## config.mk

```make
export PLATFORM = sky130hd
export DESIGN_NAME = johnson_decoder_flat
export DESIGN_NICKNAME = d
export VERILOG_FILES = /design/src/rtl/johnson_decoder_pkg.sv /design/src/rtl/johnson_decoder_if.sv /design/src/rtl/johnson_decoder_code_lut.sv /design/src/rtl/johnson_decoder.sv /design/src/flat_wrapper.sv
export SDC_FILE = /design/constraint.sdc
export NUM_CORES = 1
export LEC_CHECK = 0
export BUFFER_PORTS_ARGS = -buffer_cell sky130_fd_sc_hd__buf_2
export CAP_MARGIN = 0
export CORE_MARGIN = 10
export CORE_UTILIZATION = 41
export DETAILED_ROUTE_END_ITERATION = 7
export PLACE_DENSITY = 0.63
export SETUP_SLACK_MARGIN = 0.02
export SLEW_MARGIN = 30
export SYNTH_ARGS = -nofsm -noshare
export SYNTH_HDL_FRONTEND = slang
export SYNTH_SLANG_ARGS = --single-unit
```

## constraint.sdc

```tcl
create_clock -name clk -period 4.5 [get_ports clk]
set_input_delay 1.125 -clock clk [delete_from_list [all_inputs] [get_ports clk]]
set_output_delay 1.125 -clock clk [all_outputs]
set_load 0.02 [all_outputs]
```

## src/rtl/johnson_decoder_pkg.sv

```systemverilog
// Shared types and helpers for Johnson-code checking and decoding.
package johnson_pkg;
  localparam int JC_WIDTH = 4;                 // Johnson register width
  localparam int JC_LEN   = 2 * JC_WIDTH;      // sequence length
  localparam int JC_IDX_W = $clog2(JC_LEN);    // step index width

  typedef enum logic [1:0] {IDLE, ACQUIRE, LOCKED} jd_state_t;

  typedef struct packed {
    logic                legal;
    logic [JC_IDX_W-1:0] index;
  } jc_dec_t;

  // Successor codeword: shift right, feeding the inverted LSB into the MSB.
  function automatic logic [JC_WIDTH-1:0] jc_next(input logic [JC_WIDTH-1:0] c);
    return {~c[0], c[JC_WIDTH-1:1]};
  endfunction

  // Legal words have a single run of ones anchored at the MSB (MSB=1) or at
  // the LSB (MSB=0, all-zeros included). Index follows from the popcount.
  function automatic jc_dec_t jc_decode(input logic [JC_WIDTH-1:0] c);
    jc_dec_t r;
    logic    seen0;
    int      ones;
    r.legal = 1'b1;
    seen0   = 1'b0;
    ones    = 0;
    for (int i = 0; i < JC_WIDTH; i++) begin
      // walk away from the anchored end; a one after a zero breaks the run
      int b;
      b = c[JC_WIDTH-1] ? (JC_WIDTH - 1 - i) : i;
      if (!c[b]) seen0 = 1'b1;
      else if (seen0) r.legal = 1'b0;
      if (c[i]) ones++;
    end
    if (c[JC_WIDTH-1]) r.index = JC_IDX_W'(ones);
    else               r.index = JC_IDX_W'((JC_LEN - ones) % JC_LEN);
    return r;
  endfunction
endpackage

```

## src/rtl/johnson_decoder_if.sv

```systemverilog
// Johnson-code sample bus: codeword in, decode/status out.
interface johnson_decoder_if;
  import johnson_pkg::*;
  logic [JC_WIDTH-1:0] code_in;
  logic                code_valid;
  logic [JC_IDX_W-1:0] index_out;
  logic                index_valid;
  logic                illegal;
  logic                skip;
  logic                locked;
  logic [7:0]          err_count;

  modport master (output code_in, code_valid,
                  input  index_out, index_valid, illegal, skip, locked, err_count);
  modport slave  (input  code_in, code_valid,
                  output index_out, index_valid, illegal, skip, locked, err_count);
endinterface

```

## src/rtl/johnson_decoder_code_lut.sv

```systemverilog
// Combinational Johnson codeword legality check and binary decode.
module johnson_code_lut
  import johnson_pkg::*;
(
  input  logic [JC_WIDTH-1:0] code,
  output logic                legal,
  output logic [JC_IDX_W-1:0] index
);
  jc_dec_t dec;

  // thin wrapper so other checkers can share the same decode
  always_comb begin
    dec   = jc_decode(code);
    legal = dec.legal;
    index = dec.index;
  end
endmodule

```

## src/rtl/johnson_decoder.sv

```systemverilog
// Samples Johnson codewords, decodes them, and tracks lock to the sequence.
module johnson_decoder
  import johnson_pkg::*;
#(
  parameter int WIDTH    = JC_WIDTH,
  parameter int LOCK_LEN = 2,            // 1..15
  localparam int IDX_W   = $clog2(2 * WIDTH)
) (
  input  logic               clk,
  input  logic               rst,
  johnson_decoder_if.slave   bus
);
  localparam int RUN_W = 4;

  jd_state_t        state_q, state_d;
  logic [WIDTH-1:0] prev_q, prev_d;
  logic [RUN_W-1:0] run_q, run_d;
  logic [IDX_W-1:0] index_q, index_d;
  logic             index_valid_q, index_valid_d;
  logic             illegal_q, illegal_d;
  logic             skip_q, skip_d;
  logic             locked_q, locked_d;
  logic [7:0]       err_q, err_d;
  logic             err_inc;

  logic             lut_legal;
  logic [IDX_W-1:0] lut_index;
  logic             is_next;

  johnson_code_lut u_lut (
    .code  (bus.code_in),
    .legal (lut_legal),
    .index (lut_index)
  );

  assign is_next = (bus.code_in == jc_next(prev_q));

  // Next-state, sample bookkeeping and output pulses
  always_comb begin
    state_d       = state_q;
    prev_d        = prev_q;
    run_d         = run_q;
    index_d       = index_q;
    index_valid_d = 1'b0;
    illegal_d     = 1'b0;
    skip_d        = 1'b0;
    err_inc       = 1'b0;
    if (bus.code_valid) begin
      if (!lut_legal) begin
        illegal_d = 1'b1;
        err_inc   = 1'b1;
        state_d   = IDLE;
        run_d     = '0;
      end else begin
        index_d       = lut_index;
        index_valid_d = 1'b1;
        prev_d        = bus.code_in;
        unique case (state_q)
          IDLE: begin
            state_d = ACQUIRE;
            run_d   = '0;
          end
          ACQUIRE: begin
            // a mismatch while acquiring just reseeds, no skip
            if (is_next) begin
              run_d = run_q + RUN_W'(1);
              if (run_d == RUN_W'(LOCK_LEN)) state_d = LOCKED;
            end else begin
              run_d = '0;
            end
          end
          LOCKED: begin
            if (!is_next) begin
              skip_d  = 1'b1;
              err_inc = 1'b1;
              state_d = ACQUIRE;
              run_d   = '0;
            end
          end
          default: begin
            state_d = IDLE;
            run_d   = '0;
          end
        endcase
      end
    end
    err_d    = (err_inc && err_q != 8'hFF) ? err_q + 8'd1 : err_q;
    // registered from next state so it moves with the matching pulse
    locked_d = (state_d == LOCKED);
  end

  // State and output registers, synchronous reset has priority over samples
  always_ff @(posedge clk) begin
    if (rst) begin
      state_q       <= IDLE;
      prev_q        <= '0;
      run_q         <= '0;
      index_q       <= '0;
      index_valid_q <= 1'b0;
      illegal_q     <= 1'b0;
      skip_q        <= 1'b0;
      locked_q      <= 1'b0;
      err_q         <= '0;
    end else begin
      state_q       <= state_d;
      prev_q        <= prev_d;
      run_q         <= run_d;
      index_q       <= index_d;
      index_valid_q <= index_valid_d;
      illegal_q     <= illegal_d;
      skip_q        <= skip_d;
      locked_q      <= locked_d;
      err_q         <= err_d;
    end
  end

  assign bus.index_out   = index_q;
  assign bus.index_valid = index_valid_q;
  assign bus.illegal     = illegal_q;
  assign bus.skip        = skip_q;
  assign bus.locked      = locked_q;
  assign bus.err_count   = err_q;
endmodule
```

## src/flat_wrapper.sv

```systemverilog
// flat-port wrapper written by rule: the top's interface ports become plain ports
module johnson_decoder_flat import johnson_pkg::*;
#(
  parameter int WIDTH    = JC_WIDTH,
  parameter int LOCK_LEN = 2,                    
  localparam int IDX_W   = $clog2(2 * WIDTH)
)
  (clk, rst, bus_code_in, bus_code_valid, bus_index_out, bus_index_valid, bus_illegal, bus_skip, bus_locked, bus_err_count);
  johnson_decoder_if bus_i ();
  input  logic clk;
  input  logic rst;
  input wire logic [$bits(bus_i.code_in)-1:0] bus_code_in;
  input wire logic [$bits(bus_i.code_valid)-1:0] bus_code_valid;
  output wire logic [$bits(bus_i.index_out)-1:0] bus_index_out;
  output wire logic [$bits(bus_i.index_valid)-1:0] bus_index_valid;
  output wire logic [$bits(bus_i.illegal)-1:0] bus_illegal;
  output wire logic [$bits(bus_i.skip)-1:0] bus_skip;
  output wire logic [$bits(bus_i.locked)-1:0] bus_locked;
  output wire logic [$bits(bus_i.err_count)-1:0] bus_err_count;
  assign bus_i.code_in = bus_code_in;
  assign bus_i.code_valid = bus_code_valid;
  assign bus_index_out = bus_i.index_out;
  assign bus_index_valid = bus_i.index_valid;
  assign bus_illegal = bus_i.illegal;
  assign bus_skip = bus_i.skip;
  assign bus_locked = bus_i.locked;
  assign bus_err_count = bus_i.err_count;
  johnson_decoder #(.WIDTH(WIDTH), .LOCK_LEN(LOCK_LEN)) u_core (.clk(clk), .rst(rst), .bus(bus_i));
endmodule
```

==> impl_summary.txt, run 1 <==
----------------------------------------------------
[Clock tree]
  Post-cts gate resize count ... 0
  Clock Latency Late Sink ... 330 ps
  Deepest clock path buffer count ... 2
  Count of clock tree sinks ... 25
  Post-CTS setup buffer count ... 0
  H-tree levels ... 1
  Number of buffers inserted during clock tree synthesis ... 3
  CTS root buffer ... sky130_fd_sc_hd__clkbuf_4
  CTS clk-pin slew, worst paths ... 130 ps
  Post-cts hold buffer count ... 0
  TritonCTS clock tree ... built

[STA]
  Post-route fraction of the period consumed by the critical path ... 62.1%
  Layout Skew ... 9.66 ps
  Setup TNS ... 0 ps
  Slew at the pin with the worst max-slew slack ... 539 ps
  Final count of hold timing violations ... 0
  Highest Clock Rate ... 0.358 GHz
  Setup repair after global routing missed its margin ... false
  Normalized max-slew margin ... 63.7%
  Final setup violating endpoints ... 0
  Slack of the critical path ... 1710 ps
  Max Transition Viols Final ... 0
  Time the final worst path needs with I/O delays and setup ... 2790 ps

[Worst setup path]
  Max FO, Critical Path ... 13
  Setup crit end kind ... flop
  Library cell contributing the largest single delay on the critical path ... sky130_fd_sc_hd__or4_1
  Cell-by-cell trace of the critical path ... buf_2 -> o211ai_1 -> nand3_1 -> or4_1 -> a211oi_1
  Critical path origin ... bus_code_in[2]
  Startpoint of the lowest-slack register-to-register path ... u_core.prev_q[0]
  Startpoint type of the worst setup path ... primary input
  Max incr delay on CP ... 640 ps
  Crit path DAT ... 3040 ps
  Crit path kind ... in -> reg
  Required time at the worst-slack endpoint ... 4750 ps

[Yosys]
  Number of distinct standard cells referenced by the synthesized netlist ... 38
  Number of synthesized flops with an enable pin ... 0
  Cell taking the most area after synthesis ... sky130_fd_sc_hd__dfxtp_1
  Largest cells by area after synthesis ... sky130_fd_sc_hd__dfxtp_1, sky130_fd_sc_hd__ha_1, sky130_fd_sc_hd__a21oi_1, sky130_fd_sc_hd__nand2_1, sky130_fd_sc_hd__xnor2_1
  Proportion of register bits with asynchronous set or reset after synthesis ... 0%
  Synth top area share ... 35.2%
  Post-synthesis instance area ... 1420 sq um
  Total of warnings raised by yosys ... 0
  Mean cell area of the mapped netlist ... 8.27 sq um
  Post-synthesis sequential element count ... 25
  Post-Synthesis Cells ... 172
  Share of the yosys chip area belonging to registers ... 35.2%
  Net Count, Synth ... 186
  Leading register cell type out of synthesis ... sky130_fd_sc_hd__dfxtp_1

[Finish]
  Total non-filler cell area in the finished layout ... 1550 sq um
  Storage cell area ... 500 sq um
  Final core occ ... 46.5%
  Synthesis-to-layout area growth ... 9.06%
  Antenna diode count ... 0
  Final net count ... 202
  Filler Cell Count ... 354
  Multi-input logic area ... 835 sq um
  Share of final-layout standard cells stronger than drive strength 1 ... 15.0%

[GRT]
  Pin count of the biggest net entering global routing ... 29
  First-pass GRT wire length ... 5440 microns
  Residual overflow from global routing ... 0
  Number of global-route vias before repair ... 1278
  Antenna violations before repair ... 0
  Global routing met2 resource utilization ... 18.4%
  Routing usage on met1 ... 11.3%
  Overall fraction of global-route tracks in use ... 10.3%
  Gr busiest metal ... met2
  Met3 layer usage reported by global route ... 2.59%

[Worst hold path]
  Critical hold path startpoint ... u_core.bus.index_out[0]
  Type of the worst min-delay path ... reg -> reg

[Placement]
  Count of input and output buffers ... 21
  Post-DP HPWL ... 2350 microns
  Routability congestion estimate from global placement ... 0.785
  Area of placed instances ... 1520 sq um
  Worst slack at placement ... 1400 ps

[Power and ir drop]
  Pleak ... 0.000653 uW
  Internal portion of total power ... 292 uW
  Net switching power ... 122 uW
  Logic gate share of total power ... 19.0%
  Total chip power ... 413 uW
  Share of total power in sequential cells ... 56.4%
  Peak VDD IR ... 0.000150 V
  PwrDens ... 266 nW/um^2
  Clock share of power ... 24.5%
  Proportion of total power due to net switching ... 29.4%

[Floorplanning]
  Effective utilization at floorplan ... 42.6%
  Vertical extent of the die ... 78.9 microns
  Die width ... 78.9 microns
  Area enclosed by the die boundary ... 6230 sq um
  CORE AREA ... 3340 sq um
  Number of ports placed on the die boundary ... 22
  Row count ... 21

[Outcome]
  Run status ... completed

[Flow run]
  Maxcap violations ... 0

[Drt]
  Number of iterations in the first detailed-routing pass ... 4
  Detail Route Antenna Nets ... 0
  Post-detailed-route wirelength per cell ... 13.4 microns
  DRC violation total after the first TritonRoute iteration ... 76
  Aggregate routed wire length ... 3130 microns
  Overall via count from detail_route ... 1269
  Via density per instance ... 5.45
  Detailed-route DRC error count ... 0

----------------------------------------------------
-- power by group through the flow --
stage,Sequential [uW],Combinational [uW],Clock [uW]
6_report,233,78.7,101
5_1_grt,234,89.6,114
4_1_cts,233,79.4,103
3_5_place_dp,238,78.8,0
3_3_place_gp,238,76.4,0
2_1_floorplan,243,57.9,0
-- Yosys cell counts (all sizes together) (2+ instances only) --
cell type and n:
a2111oi 2, a211oi 2, a21o 5, a21oi 15, and2 2, and3 2, and4 2, buf 4
clkbuf 6, dfxtp 25, ha 7, inv 7, mux2i 4, nand2 20, nand2b 5, nand3 6
nand4 5, nor2 10, nor2b 2, nor4 4, o211a 2, o211ai 2, o21ai 6, o22ai 2
o31ai 4, or4 5, xnor2 5, xor2 2
-- cells by family after synthesis --
family / share of synthesized area [%]
simple gates: 24.5
compound gates: 20.1
flops: 35.2
buf+inv: 6.16
xor+xnor: 4.31
fa+ha+maj: 6.16
mux: 3.61
-- area by class of cell --
cell class,instances,share of cell area [%]
clock inverters,1,0.323
inverters,7,1.69
multi-input cells,130,53.8
well taps,46,3.71
flip-flops and latches,25,32.3
repair buffers,21,6.77
clock buffers,3,1.45
-- stage by stage --
| stage | cells | hold WS, ps |
|---|---|---|
| 2_1_floorplan | 172 | 450 |
| 3_3_place_gp | 229 | 465 |
| 3_5_place_dp | 229 | 457 |
| 4_1_cts | 233 | 483 |
| 5_1_grt | 233 | 503 |
| 6_report | 233 | 476 |
-- state kept, by name (all words and copies together), names as in the netlist --
register	cells
u_core.bus.index_out	3
u_core.prev_q	4
u_core.run_q	4
u_core.bus.err_count	8
u_core.bus.skip	1
u_core.state_q	2
u_core.bus.index_valid	1
u_core.bus.illegal	1
u_core.bus.locked	1
-- placed cells by master (no fill, tap or decap), types with 3 or more instances in the layout --
cell / count
sky130_fd_sc_hd__dfxtp_1: 25
sky130_fd_sc_hd__buf_2: 21
sky130_fd_sc_hd__nand2_1: 20
sky130_fd_sc_hd__a21oi_1: 15
sky130_fd_sc_hd__nor2_1: 10
sky130_fd_sc_hd__inv_1: 7
sky130_fd_sc_hd__ha_1: 7
sky130_fd_sc_hd__nand3_1: 6
sky130_fd_sc_hd__o21ai_0: 6
sky130_fd_sc_hd__xnor2_1: 5
sky130_fd_sc_hd__nand4_1: 5
sky130_fd_sc_hd__nand2b_1: 5
sky130_fd_sc_hd__a21o_1: 5
sky130_fd_sc_hd__or4_1: 5
sky130_fd_sc_hd__mux2i_1: 4
sky130_fd_sc_hd__nor4_1: 4
sky130_fd_sc_hd__o31ai_1: 4
sky130_fd_sc_hd__clkbuf_4: 3
-- critical path, delay by kind of cell --
kind	cells	cell delay [ps]
AOI/OAI and AO/OA	2	650
and+or+nand+nor	2	1080
buffers and inverters	1	170
-- path summary, 6_finish.rpt --
path	endpoint	slack (ps)	cells after the start
worst max-delay path	u_core.bus.locked	1710	5
worst min-delay path	u_core.bus.index_out[0]	480	2
worst max register to register	u_core.bus.locked	2570	5
worst min register to register	u_core.bus.index_out[0]	480	2
-- per-layer routing --
layer | vias to the layer above | wire, microns
met5 | - | 0
met4 | 0 | 40
met3 | 5 | 138
met2 | 25 | 1540
met1 | 591 | 1410
li1 | 648 | -
Note: power is estimated with default switching activity, not from simulation.
==> run 2: changes to the inputs <==
==> constraint.sdc (replaced) <==
create_clock -name clk -period 2.8 [get_ports clk]
set_input_delay 0.7 -clock clk [delete_from_list [all_inputs] [get_ports clk]]
set_output_delay 0.7 -clock clk [all_outputs]
set_load 0.02 [all_outputs]
==> run 2 against run 1 <==
  * Sequential cell count unchanged
  * Combinational power increased by 65%
  * First-iteration DRC count decreased by 38%
  * Critical path type unchanged
==> impl_summary.txt, run 2 (synthesis gave the netlist of run 1 again) <==
----------------------------------------------------
[Drt]
  Number of iterations in the first detailed-routing pass ... 4 (unchanged)
  Post-detailed-route wirelength per cell ... 13.1 microns (was 13.4 microns)
  DRC violation total after the first TritonRoute iteration ... 47 (was 76)
  Detailed-route DRC error count ... 0 (unchanged)
  Aggregate routed wire length ... 3080 microns (was 3130 microns)
  Via density per instance ... 5.34 (was 5.45)
  Detail Route Antenna Nets ... 0 (unchanged)
  Overall via count from detail_route ... 1254 (was 1269)

[Finish]
  Max reg flops ... 8 (unchanged)
  Total non-filler cell area in the finished layout ... 1570 sq um (was 1550 sq um)
  Final net count ... 204 (was 202)
  Leading cell type in the layout, fill and taps excluded ... sky130_fd_sc_hd__dfxtp_1 (unchanged)
  Synthesis-to-layout area growth ... 10.1% (was 9.06%)
  Share of final-layout standard cells stronger than drive strength 1 ... 15.9% (was 15.0%)
  Antenna diode count ... 0 (unchanged)
  Most frequent cells in the layout ... sky130_fd_sc_hd__dfxtp_1, sky130_fd_sc_hd__buf_2, sky130_fd_sc_hd__nand2_1 (unchanged)

[Worst setup path]
  Cell-by-cell trace of the critical path ... buf_2 -> inv_1 -> ha_1 -> xor2_1 -> ha_1 -> mux2i_1 -> ha_1 -> mux2i_1 -> xnor2_1 -> mux2i_1 -> nor2_1 (was buf_2 -> o211ai_1 -> nand3_1 -> or4_1 -> a211oi_1)
  Required time at the worst-slack endpoint ... 3000 ps (was 4750 ps)
  Max FO, Critical Path ... 5 (was 13)
  Max incr delay on CP ... 320 ps (was 640 ps)
  Library cell contributing the largest single delay on the critical path ... sky130_fd_sc_hd__ha_1 (was sky130_fd_sc_hd__or4_1)
  Startpoint type of the worst setup path ... primary input (unchanged)
  Crit path DAT ... 2480 ps (was 3040 ps)
  Crit path kind ... in -> reg (unchanged)
  Setup crit end kind ... flop (unchanged)

[Power and ir drop]
  Peak VDD IR ... 0.000386 V (was 0.000150 V)
  Proportion of total power due to net switching ... 28.4% (was 29.4%)
  PwrDens ... 420 nW/um^2 (was 266 nW/um^2)
  Share of total power in sequential cells ... 57.0% (was 56.4%)
  Logic gate share of total power ... 19.8% (was 19.0%)
  Internal portion of total power ... 471 uW (was 292 uW)
  Pleak ... 0.000662 uW (was 0.000653 uW)
  Net switching power ... 187 uW (was 122 uW)
  Clock share of power ... 23.2% (was 24.5%)

[GRT]
  Antenna violations before repair ... 0 (unchanged)
  Overall fraction of global-route tracks in use ... 10.1% (was 10.3%)
  Number of global-route vias before repair ... 1282 (was 1278)
  Global routing met2 resource utilization ... 19.5% (was 18.4%)
  Residual overflow from global routing ... 0 (unchanged)
  Met3 layer usage reported by global route ... 4.05% (was 2.59%)
  First-pass GRT wire length ... 5380 microns (was 5440 microns)
  Gr busiest metal ... met2 (unchanged)
  Routing usage on met1 ... 10.1% (was 11.3%)
  Pin count of the biggest net entering global routing ... 29 (unchanged)

[Placement]
  Routability congestion estimate from global placement ... 0.765 (was 0.785)
  Post-DP HPWL ... 2360 microns (was 2350 microns)
  Area of placed instances ... 1540 sq um (was 1520 sq um)
  Count of input and output buffers ... 21 (unchanged)

[Clock tree]
  Post-cts hold buffer count ... 0 (unchanged)
  Number of buffers inserted during clock tree synthesis ... 3 (unchanged)
  H-tree levels ... 1 (unchanged)
  Post-cts gate resize count ... 0 (unchanged)
  TritonCTS clock tree ... built (unchanged)
  Clock Latency Late Sink ... 310 ps (was 330 ps)
  CTS root buffer ... sky130_fd_sc_hd__clkbuf_4 (unchanged)
  Deepest clock path buffer count ... 2 (unchanged)
  Count of clock tree sinks ... 25 (unchanged)
  CTS clk-pin slew, worst paths ... 130 ps (about the same)
  Post-CTS setup buffer count ... 0 (unchanged)

[STA]
  Highest Clock Rate ... 0.437 GHz
  Post-route fraction of the period consumed by the critical path ... 81.7%
  Time the final worst path needs with I/O delays and setup ... 2290 ps
  Setup TNS ... 0 ps (unchanged)
  Final setup violating endpoints ... 0 (unchanged)
  Normalized max-slew margin ... 63.4% (was 63.7%)
  Layout Skew ... 3.54 ps (was 9.66 ps)
  Final count of hold timing violations ... 0 (unchanged)
  Max Transition Viols Final ... 0 (unchanged)
  Slew at the pin with the worst max-slew slack ... 544 ps (was 539 ps)
  Setup repair after global routing missed its margin ... false (unchanged)

[Floorplanning]
  CORE AREA ... 3340 sq um (unchanged)
  Row count ... 21 (unchanged)
  Number of ports placed on the die boundary ... 22 (unchanged)
  Effective utilization at floorplan ... 42.6% (unchanged)
  Area enclosed by the die boundary ... 6230 sq um (unchanged)
  Die width ... 78.9 microns (unchanged)
  Vertical extent of the die ... 78.9 microns (unchanged)

[Flow run]
  Maxcap violations ... 0 (unchanged)

[Worst hold path]
  Type of the worst min-delay path ... reg -> reg (unchanged)

[Outcome]
  Run status ... completed (unchanged)

----------------------------------------------------
[run 2: stage by stage]
stage          instances  setup WS (ps)  power, uW  util, %  hold WS, ps
3_5_place_dp         231            179        514     46.1          447
2_1_floorplan        172            521        484        -          450
6_report             235            513        658     46.9          468
5_1_grt              235            385        704     46.9          490
4_1_cts              235            527        669     46.9          468
3_3_place_gp         231            305        509     46.1          446
[run 2: area by class of cell]
cell class | instances | area [sq um]
fill | 360 | 1770
multi-input combinational | 130 | 835
sequential | 25 | 500
timing repair buffer | 23 | 120
tap | 46 | 57.6
inverter | 7 | 26.3
clock buffer | 3 | 22.5
clock inverter | 1 | 5.00
[run 2: critical path, delay by kind of cell]
kind / cells / cell delay, ps
buf+inv: 2 / 210
simple gates: 1 / 50
xor+xnor: 2 / 390
fa+ha+maj: 3 / 780
mux: 3 / 350
[run 2: metal layers]
layer | up-vias | wire length, microns
met5 | - | 0
met2 | 14 | 1570
met1 | 583 | 1350
met3 | 2 | 144
li1 | 655 | -
met4 | 0 | 14
[run 2: worst paths after layout]
path | from | end | slack (ps) | depth (start not counted)
max reg2reg | u_core.prev_q[0] | u_core.bus.locked | 850 | 5
min reg2reg | u_core.bus.index_out[0] | u_core.bus.index_out[0] | 470 | 2
max | bus_code_in[0] | u_core.bus.index_out[2] | 510 | 11
min | u_core.bus.index_out[0] | u_core.bus.index_out[0] | 470 | 2
[run 2: power groups by stage]
stage               logic (uW)  registers (uW)  clock network (uW)
floorplan                 93.1             391                   0
global placement           127             383                   0
detailed placement         131             383                   0
CTS                        132             375                 161
global route               149             377                 177
finish                     130             375                 152
==> run 3: changes to the inputs <==
==> constraint.sdc (replaced) <==
create_clock -name clk -period 2.3 [get_ports clk]
set_input_delay 0.575 -clock clk [delete_from_list [all_inputs] [get_ports clk]]
set_output_delay 0.575 -clock clk [all_outputs]
set_load 0.02 [all_outputs]
==> run 3 against run 2 <==
  * Hold slack improved by 4.8 ps
  * Count of clock-buffer cells in the layout unchanged
  * Total power increased by 24%
  * Critical endpoint unchanged
  * Routed wire length increased by 0.71%
  * Sequential share of layout area shrank 1.2 points
  * Combinational power grew 31%
  * Core utilization up 1.8 points
  * Sequential power grew 22%
==> impl_summary.txt, run 3 (synthesis gave the netlist of run 1 again) <==
----------------------------------------------------
[Worst setup path]
  Critical path depth in cells ... 11 (unchanged)
  Cell-by-cell trace of the critical path ... buf_2 -> inv_1 -> ha_1 -> xor2_1 -> ha_1 -> mux2i_1 -> ha_1 -> mux2i_1 -> xnor2_1 -> mux2i_1 -> nor2_1 (unchanged)
  Worst-case reg-to-reg path depth ... 6 (was 5)
  Max incr delay on CP ... 310 ps (was 320 ps)
  Crit path kind ... in -> reg (unchanged)
  Required time at the worst-slack endpoint ... 2510 ps (was 3000 ps)
  Startpoint type of the worst setup path ... primary input (unchanged)
  Library cell contributing the largest single delay on the critical path ... sky130_fd_sc_hd__ha_1 (unchanged)
  Setup crit end kind ... flop (unchanged)
  Cell family with the largest share of critical-path delay ... adder cells (unchanged)
  Crit path DAT ... 2200 ps (was 2480 ps)
  Max FO, Critical Path ... 2 (was 5)
  Count of buffer and inverter cells on the critical path ... 2 (unchanged)

[Clock tree]
  CTS root buffer ... sky130_fd_sc_hd__clkbuf_4 (unchanged)
  H-tree levels ... 1 (unchanged)
  Number of buffers inserted during clock tree synthesis ... 3 (unchanged)
  Post-cts hold buffer count ... 0 (unchanged)
  TritonCTS clock tree ... built (unchanged)
  Post-cts gate resize count ... 0 (unchanged)
  Deepest clock path buffer count ... 2 (unchanged)
  Post-CTS setup buffer count ... 0 (unchanged)
  Clock Latency Late Sink ... 320 ps (was 310 ps)
  Count of clock tree sinks ... 25 (unchanged)
  CTS clk-pin slew, worst paths ... 130 ps (about the same)

[Placement]
  Worst slack at placement ... -57.3 ps (was 179 ps)
  Post-DP HPWL ... 2370 microns (was 2360 microns)
  Count of input and output buffers ... 21 (unchanged)
  Placed cell count ... 239 (was 231)
  Routability congestion estimate from global placement ... 0.789 (was 0.765)

[Power and ir drop]
  Pleak ... 0.000700 uW (was 0.000662 uW)
  PwrDens ... 503 nW/um^2 (was 420 nW/um^2)
  Total chip power ... 818 uW (was 658 uW)
  Peak VDD IR ... 0.000341 V (was 0.000386 V)

[STA]
  Post-route fraction of the period consumed by the critical path ... 86.6%
  Normalized max-slew margin ... 62.3% (was 63.4%)
  Final setup violating endpoints ... 0 (unchanged)
  Final count of hold timing violations ... 0 (unchanged)
  Highest Clock Rate ... 0.502 GHz
  Max Transition Viols Final ... 0 (unchanged)
  Setup repair after global routing missed its margin ... false (unchanged)
  Time the final worst path needs with I/O delays and setup ... 1990 ps
  Worst hold slack across all endpoints ... 472 ps (was 468 ps)
  Slew at the pin with the worst max-slew slack ... 560 ps (was 544 ps)
  Slack of the critical path ... 308 ps (was 513 ps)
  Layout Skew ... 4.44 ps (was 3.54 ps)

[Finish]
  Leading cell type in the layout, fill and taps excluded ... sky130_fd_sc_hd__dfxtp_1 (unchanged)
  Most frequent cells in the layout ... sky130_fd_sc_hd__dfxtp_1, sky130_fd_sc_hd__buf_2, sky130_fd_sc_hd__nand2_1 (unchanged)
  Non-filler instance count after layout ... 243 (was 235)
  Final net count ... 212 (was 204)
  Synthesis-to-layout area growth ... 14.3% (was 10.1%)
  Final core occ ... 48.7% (was 46.9%)
  Antenna diode count ... 0 (unchanged)
  Max reg flops ... 8 (unchanged)
  Share of final-layout standard cells stronger than drive strength 1 ... 19.3% (was 15.9%)

[GRT]
  Antenna violations before repair ... 0 (unchanged)
  Residual overflow from global routing ... 0 (unchanged)
  Number of global-route vias before repair ... 1291 (was 1282)
  Overall fraction of global-route tracks in use ... 10.1% (about the same)
  Pin count of the biggest net entering global routing ... 29 (unchanged)
  First-pass GRT wire length ... 5430 microns (was 5380 microns)

[Floorplanning]
  Number of ports placed on the die boundary ... 22 (unchanged)
  Row count ... 21 (unchanged)
  Vertical extent of the die ... 78.9 microns (unchanged)
  Effective utilization at floorplan ... 42.6% (unchanged)
  Area enclosed by the die boundary ... 6230 sq um (unchanged)
  Die width ... 78.9 microns (unchanged)
  CORE AREA ... 3340 sq um (unchanged)

[Drt]
  Post-detailed-route wirelength per cell ... 12.8 microns (was 13.1 microns)
  Detail Route Antenna Nets ... 0 (unchanged)
  Overall via count from detail_route ... 1303 (was 1254)
  DRC violation total after the first TritonRoute iteration ... 33 (was 47)
  Number of iterations in the first detailed-routing pass ... 4 (unchanged)
  Aggregate routed wire length ... 3100 microns (was 3080 microns)
  Via density per instance ... 5.36 (was 5.34)
  Detailed-route DRC error count ... 0 (unchanged)

[Worst hold path]
  Hold path depth ... 2 (unchanged)
  Type of the worst min-delay path ... reg -> reg (unchanged)

[Outcome]
  Run status ... completed (unchanged)

[Flow run]
  Maxcap violations ... 0 (unchanged)

----------------------------------------------------
run 3: cell types whose count changed in the layout (fill, tap and decap cells not counted), sizes merged:
cell,previous run,this run
buf,23,31
run 3: stage by stage:
stage | setup TNS, ps | cell area, sq um
after global routing | 0 | 1630
final | 0 | 1630
after floorplan | 0 | 1420
after detailed placement | -57.3 | 1600
after global placement | 0 | 1600
after CTS | 0 | 1630
run 3: area by class of cell:
type | instances | area (sq um)
Fill cell | 344 | 1710
Multi-Input combinational cell | 130 | 835
Sequential cell | 25 | 500
Timing Repair Buffer | 31 | 180
Tap cell | 46 | 57.6
Inverter | 7 | 26.3
Clock buffer | 3 | 22.5
Clock inverter | 1 | 5.00
run 3: where the power goes:
group	internal (uW)	switching [uW]	leakage (uW)
clock network	65.1	126	0.0000177
registers	448	8.73	0.000203
logic	70.9	99.3	0.000479
run 3: worst register-to-register path: stages, from the launching register on:
cell                       delay (ps)
sky130_fd_sc_hd__dfxtp_1          380
sky130_fd_sc_hd__ha_1             250
sky130_fd_sc_hd__or2_2            280
sky130_fd_sc_hd__o21ai_0           80
sky130_fd_sc_hd__a31oi_1          140
sky130_fd_sc_hd__or4_1            440
sky130_fd_sc_hd__a211oi_1         260
run 3: final timing paths:
check | from | end | slack (ps)
worst max-delay path | bus_code_in[0] | u_core.bus.index_out[2] | 310
worst min-delay path | u_core.bus.index_out[0] | u_core.bus.index_out[0] | 470
worst max register to register | u_core.run_q[0] | u_core.bus.locked | 390
worst min register to register | u_core.bus.index_out[0] | u_core.bus.index_out[0] | 470
run 3: layer usage:
layer | GRT usage [%] | vias up | wire length [microns] | part of all wire [%]
met1 | 11.3 | 610 | 1370 | 44
met5 | 0 | - | 0 | 0
li1 | - | 673 | - | -
met3 | 3.60 | 2 | 153 | 4.9
met2 | 18.2 | 18 | 1560 | 50
met4 | 1.61 | 0 | 9 | 0.29
